`config.mk`:
```
export PLATFORM = sky130hd
export DESIGN_NAME = instr_fetch_unit
export DESIGN_NICKNAME = d
export VERILOG_FILES = /design/src/rtl/instr_fetch_unit.sv
export SDC_FILE = /design/constraint.sdc
export NUM_CORES = 1
export LEC_CHECK = 0
export BUFFER_PORTS_ARGS = -buffer_cell sky130_fd_sc_hd__buf_2
export CAP_MARGIN = 40
export CORE_UTILIZATION = 30
export CTS_CLUSTER_DIAMETER = 40
export DETAILED_ROUTE_END_ITERATION = 8
export GPL_TIMING_DRIVEN = 0
export PLACE_DENSITY_LB_ADDON = 0.15
export SYNTH_ARGS = -nofsm -noshare
export SYNTH_HDL_FRONTEND = slang
export SYNTH_SLANG_ARGS = --single-unit
```
`constraint.sdc`:
```
create_clock -name clk -period 4.2 [get_ports clk]
set_input_delay 0.21 -clock clk [delete_from_list [all_inputs] [get_ports clk]]
set_output_delay 0.21 -clock clk [all_outputs]
set_load 0.01 [all_outputs]
```
`src/rtl/instr_fetch_unit.sv`:
```
`default_nettype none
// ============================================================================
//  Module      : instr_fetch_unit
//  Description : RV32I front end. Owns the PC, issues one word fetch at a
//                time to instruction memory (valid/ready request, separate
//                response strobe) and presents each fetched instruction with
//                its PC and opcode field to decode over valid/ready.
//                Redirects from execute override everything and squash any
//                fetch that is still in flight.
//  Revision    : 1.0 - initial release
// ----------------------------------------------------------------------------
//  Parameters
//    RESET_PC        PC loaded on reset (must be 4-byte aligned)
//  Ports
//    clk             core clock, rising edge
//    rst             asynchronous active-high reset
//    imem_req_valid  fetch request valid (forced low while rst is high)
//    imem_req_ready  memory accepts the request
//    imem_req_addr   fetch address
//    imem_rsp_valid  response strobe, one per accepted request
//    imem_rsp_data   fetched instruction word
//    redirect_valid  redirect the PC this cycle (highest priority)
//    redirect_pc     redirect target
//    instr_valid     instruction available to decode
//    instr_ready     decode accepts the instruction
//    instr_data      instruction word
//    instr_pc        PC of instr_data
//    instr_op        instr_data[6:0], opcode for main_decoder
//    instr_fault     misaligned-fetch fault marker
//  Build option
//    FETCH_MISALIGN_TRAP_EN  when defined, a misaligned redirect target makes
//                            no memory request and instead delivers one NOP
//                            beat flagged with instr_fault. When undefined,
//                            the target's low two bits are cleared and
//                            instr_fault is tied low.
// ============================================================================
module instr_fetch_unit #(
    parameter logic [31:0] RESET_PC = 32'h0000_0000
) (
    input  logic        clk,
    input  logic        rst,
    output logic        imem_req_valid,
    input  logic        imem_req_ready,
    output logic [31:0] imem_req_addr,
    input  logic        imem_rsp_valid,
    input  logic [31:0] imem_rsp_data,
    input  logic        redirect_valid,
    input  logic [31:0] redirect_pc,
    output logic        instr_valid,
    input  logic        instr_ready,
    output logic [31:0] instr_data,
    output logic [31:0] instr_pc,
    output logic [6:0]  instr_op,
    output logic        instr_fault
);

    localparam int unsigned STATE_W = 2;

    // S_REQ   : request presented to memory
    // S_WAIT  : request accepted, waiting for its response
    // S_HOLD  : instruction presented to decode
    // S_DRAIN : waiting for the response of a squashed request
    localparam logic [STATE_W-1:0] S_REQ   = 2'd0;
    localparam logic [STATE_W-1:0] S_WAIT  = 2'd1;
    localparam logic [STATE_W-1:0] S_HOLD  = 2'd2;
    localparam logic [STATE_W-1:0] S_DRAIN = 2'd3;

    localparam logic [31:0] NOP_INSTR = 32'h0000_0013;

    logic [STATE_W-1:0] state;
    logic [STATE_W-1:0] next_state;
    logic [31:0]        pc;
    logic               fault_q;

    logic [31:0]        redirect_target;
    logic               pc_misaligned;
    logic               req_valid_int;
    logic               req_handshake;
    logic               capture;
    logic               fault_beat;
    logic               accept;
    logic [31:0]        pc_after_fault;

    // ------------------------------------------------------------------------
    // Misaligned-target handling. A misaligned PC can only appear through a
    // redirect, so the PC's low bits double as the "fault beat pending" flag.
    // ------------------------------------------------------------------------
`ifdef FETCH_MISALIGN_TRAP_EN
    assign redirect_target = redirect_pc;
    assign pc_misaligned   = (pc[1:0] != 2'b00);
    assign instr_fault     = fault_q;
`else
    assign redirect_target = redirect_pc & 32'hFFFF_FFFC;
    assign pc_misaligned   = 1'b0;
    assign instr_fault     = 1'b0;
`endif

    // Events that move the datapath. A redirect masks all of them.
    assign req_handshake  = imem_req_valid & imem_req_ready;
    assign capture        = (state == S_WAIT) & imem_rsp_valid & ~redirect_valid;
    assign fault_beat     = (state == S_REQ) & pc_misaligned & ~redirect_valid;
    assign accept         = (state == S_HOLD) & instr_valid & instr_ready & ~redirect_valid;
    assign pc_after_fault = {pc[31:2], 2'b00} + 32'd4;

    // ------------------------------------------------------------------------
    // State register
    // ------------------------------------------------------------------------
    always_ff @(posedge clk or posedge rst) begin
        if (rst) begin
            state <= S_REQ;
        end else begin
            state <= next_state;
        end
    end

    // ------------------------------------------------------------------------
    // Next-state logic
    // ------------------------------------------------------------------------
    always_comb begin
        next_state = state;
        case (state)
            S_REQ: begin
                if (redirect_valid) begin
                    // A request accepted on the redirect cycle is stale and
                    // its response must still be absorbed.
                    next_state = req_handshake ? S_DRAIN : S_REQ;
                end else if (req_handshake) begin
                    next_state = S_WAIT;
                end else if (fault_beat) begin
                    next_state = S_HOLD;
                end
            end
            S_WAIT: begin
                if (imem_rsp_valid) begin
                    next_state = redirect_valid ? S_REQ : S_HOLD;
                end else if (redirect_valid) begin
                    next_state = S_DRAIN;
                end
            end
            S_HOLD: begin
                // A redirect squashes the held instruction even when decode
                // is ready in the same cycle.
                if (redirect_valid || instr_ready) begin
                    next_state = S_REQ;
                end
            end
            S_DRAIN: begin
                if (imem_rsp_valid) begin
                    next_state = S_REQ;
                end
            end
            default: next_state = S_REQ;
        endcase
    end

    // ------------------------------------------------------------------------
    // Output logic
    // ------------------------------------------------------------------------
    always_comb begin
        req_valid_int = 1'b0;
        if ((state == S_REQ) && !pc_misaligned) begin
            req_valid_int = 1'b1;
        end
    end

    // The request is gated by rst so nothing leaks out while the core is
    // held in reset, even though the state register already reads S_REQ.
    assign imem_req_valid = req_valid_int & ~rst;
    assign imem_req_addr  = pc;
    assign instr_op       = instr_data[6:0];

    // ------------------------------------------------------------------------
    // Program counter
    // ------------------------------------------------------------------------
    always_ff @(posedge clk or posedge rst) begin
        if (rst) begin
            pc <= RESET_PC;
        end else if (redirect_valid) begin
            pc <= redirect_target;
        end else if (capture) begin
            pc <= pc + 32'd4;
        end else if (accept && fault_q) begin
            pc <= pc_after_fault;
        end
    end

    // ------------------------------------------------------------------------
    // Decode-side output registers
    // ------------------------------------------------------------------------
    always_ff @(posedge clk or posedge rst) begin
        if (rst) begin
            instr_valid <= 1'b0;
            instr_data  <= 32'h0000_0000;
            instr_pc    <= 32'h0000_0000;
            fault_q     <= 1'b0;
        end else if (redirect_valid) begin
            instr_valid <= 1'b0;
            fault_q     <= 1'b0;
        end else if (capture) begin
            instr_valid <= 1'b1;
            instr_data  <= imem_rsp_data;
            instr_pc    <= pc;
            fault_q     <= 1'b0;
        end else if (fault_beat) begin
            // Synthetic NOP carrying the faulting (misaligned) target PC.
            instr_valid <= 1'b1;
            instr_data  <= NOP_INSTR;
            instr_pc    <= pc;
            fault_q     <= 1'b1;
        end else if (accept) begin
            instr_valid <= 1'b0;
            fault_q     <= 1'b0;
        end
    end

endmodule
`default_nettype wire

```
==> reports/metrics.cfg <==
[clocking]
cts_buffers = 9
cts_tree = done
cts_htree_levels = 3
clockBufferDepth = 2
clkLatencyLatePin_ns = 0.35
cts_resized = 0
clk_pin_slew_ns = 0.06
clock-root-buffer = clkbuf_16
clock_sinks = 95

[global_route]
grt_max_degree = 58
grt_first_pass_wirelength_um = 18400
grt_pass1_vias = 3523
grt_overflow = 0
track_usage_pct = 16.4
antenna_found_initial = 0

[synthesis]
synth.cell_area_um2 = 4370
yosys.area.top_type = dfrtp_1
synth_seq_cells = 95
syn_avg_cell_area_um2 = 11.6
ys_warn_count = 0
synth.distinct_cells = 42
ys_seq_area_share_pct = 54.4
synthTopCellsByArea = dfrtp_1 54%, mux2_2 16%, nand2_1 2.8%
synth_top_area_share_pct = 54.4
syn_inst = 378

[sta]
skew_ns = 0.00476
fin_tns_setup_ns = 0
setup-violations-final = 0
whs_ns = 0.0717
period_needed_ns = 2.50
slew_violations = 0
tightest_slew_ns = 0.649
relSlewSlack_pct = 56.7
hold_viol_final = 0
rsz0062_at_grt = false
finalCritPeriodShare_pct = 59.4
max_freq_mhz = 401

[worst_setup_path]
cp-end-kind = flop
cp-start-kind = flop
critPathKind = reg2reg
cp.arrival_ns = 2.69
cp.required_ns = 4.39
r2r-start = imem_req_addr[2]
critPathLaunch = imem_req_addr[2]
crit_fanout = 10

[cells_and_area]
syn2layout_area_growth_pct = 31.5
final_cell_mix = 170 x buf_2, 95 x dfrtp_1, 63 x mux2_2
final_common_cell = buf_2
fill_cells = 1400
drive_gt1_share_pct = 46.9
antenna_cells = 0
final_nets = 635

[worst_hold_path]
hold_start = redirect_pc[8]
hold_class = in2reg

[detailed_routing]
route.detailed.drc = 0
top_layer_used = met4
drt-pass1-iter-count = 5
drt-vias-per-instance = 4.86
route.vias.total = 3628
wl_per_cell_um = 15.6
drtIter0Drc = 172
drt-met1-wl_um = 5310
routed_wirelength_um = 11700
wl_met2_um = 5570
met3WireLength_um = 656
ant_nets = 0

[floorplan]
start_util_pct = 31.1
die_w_um = 123
dieArea_um2 = 15000
rows = 43
ios = 176
die_y_um = 123
coreArea_um2 = 14000

[power_and_ir_drop]
swShare_pct = 31.8
power.density_nw_per_um2 = 567
seqPwrFrac_pct = 44.6
internal_power_mw = 2.22
leakage_nw = 2.63
p_clk_share_pct = 22.1
p_switching_mw = 1.03
irDropWorstVdd_uv = 295
p_comb_share_pct = 33.2

[placement]
portBuffers = 168
gp_congestion = 0.779
dp_hpwl_um = 8740

[job]
max_cap_violations = 0

[run_status]
run_status = finished clean

## registers in the layout, summed over array words and instances (netlist names)
register,cells
instr_data,32
imem_req_addr,30
instr_pc,30
state,2
instr_valid,1
## power by group through the flow
stage | clock network (mW) | logic [mW] | registers (mW)
after floorplan | 0 | 0.451 | 1.61
after global placement | 0 | 1.09 | 1.45
after detailed placement | 0 | 1.10 | 1.48
after CTS | 0.747 | 1.10 | 1.46
after global routing | 0.777 | 1.20 | 1.51
final | 0.721 | 1.08 | 1.45
## critical path, stage by stage, from the launching register on
cell and delay, ns:
dfrtp_1 0.49, ha_1 0.22, nand3_1 0.26, or4_4 0.65
buf_2 0.21, o41ai_1 0.37, a31oi_1 0.14
## cells in the mapped netlist (all sizes together)
master and number:
and3b 1, mux2i 1, xor2 1, xnor2 10, o211ai 4, nor3b 1, a311o 1, nand4b 1
inv 8, nor4b 1, nand3b 1, nor4 5, a221o 1, nor2b 2, buf 15, or3 5
o311ai 1, clkbuf 17, nor2 23, nand2 32, nand4 9, and3 1, conb 1, a211o 1
nand3 10, o21ai 18, mux2 63, a31oi 12, or4 12, and4 2, ha 1, or2 2
nor3 9, o31ai 8, o41ai 1, dfrtp 95, a21oi 2
## metal layers
metal / GRT usage [%] / vias up
li1: - / 1718
met1: 20.8 / 1785
met2: 26.7 / 111
met3: 5.07 / 14
met4: 4.57 / 0
met5: 0 / -
## cells by family after synthesis
family | synth area share (%)
xor gates and xnor gates | 2.21
adders and majority gates | 0.286
buffers and inverters | 4.56
DFF | 54.4
other | 0.0859
AOI/OAI and AO/OA | 7.13
and+or+nand+nor | 14.8
muxes | 16.5
## stage by stage
| stage | total power, mW | instances | instance area [um2] | utilization [%] | setup slack (ns) |
|---|---|---|---|---|---|
| after CTS | 3.31 | 747 | 5740 | 40.9 | 1.69 |
| after detailed placement | 2.58 | 732 | 5490 | 39.1 | 1.70 |
| after global placement | 2.54 | 730 | 5450 | 38.8 | 0.227 |
| final | 3.26 | 747 | 5740 | 40.9 | 1.70 |
| after floorplan | 2.07 | 382 | 4380 | - | 1.51 |
| after global routing | 3.49 | 747 | 5740 | 40.9 | 1.50 |
## final timing paths
kind	cells past startpoint	end	slack, ns
max in group asynchronous	4	instr_data[12]	3.06
worst max register to register	6	imem_req_addr[30]	1.70
worst min-delay path	3	imem_req_addr[8]	0.07
worst max-delay path	6	imem_req_addr[30]	1.70
min in group asynchronous	3	instr_pc[11]	0.47
worst min register to register	1	instr_data[27]	0.50
## layout make-up
class / count / area [um2] / area share, %
Buffer: 32 / 169 / 2.94
Clock buffer: 12 / 236 / 4.12
Clock inverter: 2 / 10.0 / 0.174
Inverter: 8 / 32.5 / 0.567
Multi-Input combinational cell: 247 / 1810 / 31.4
Sequential cell: 95 / 2380 / 41.4
Tap cell: 180 / 225 / 3.92
Timing Repair Buffer: 171 / 886 / 15.4
## what timing repair did
action	CTS	global route
hold buffers	1	0
endpoints found under the hold margin	38	0
buffers inserted	0	0
Note: power is estimated with default switching activity, not from simulation.
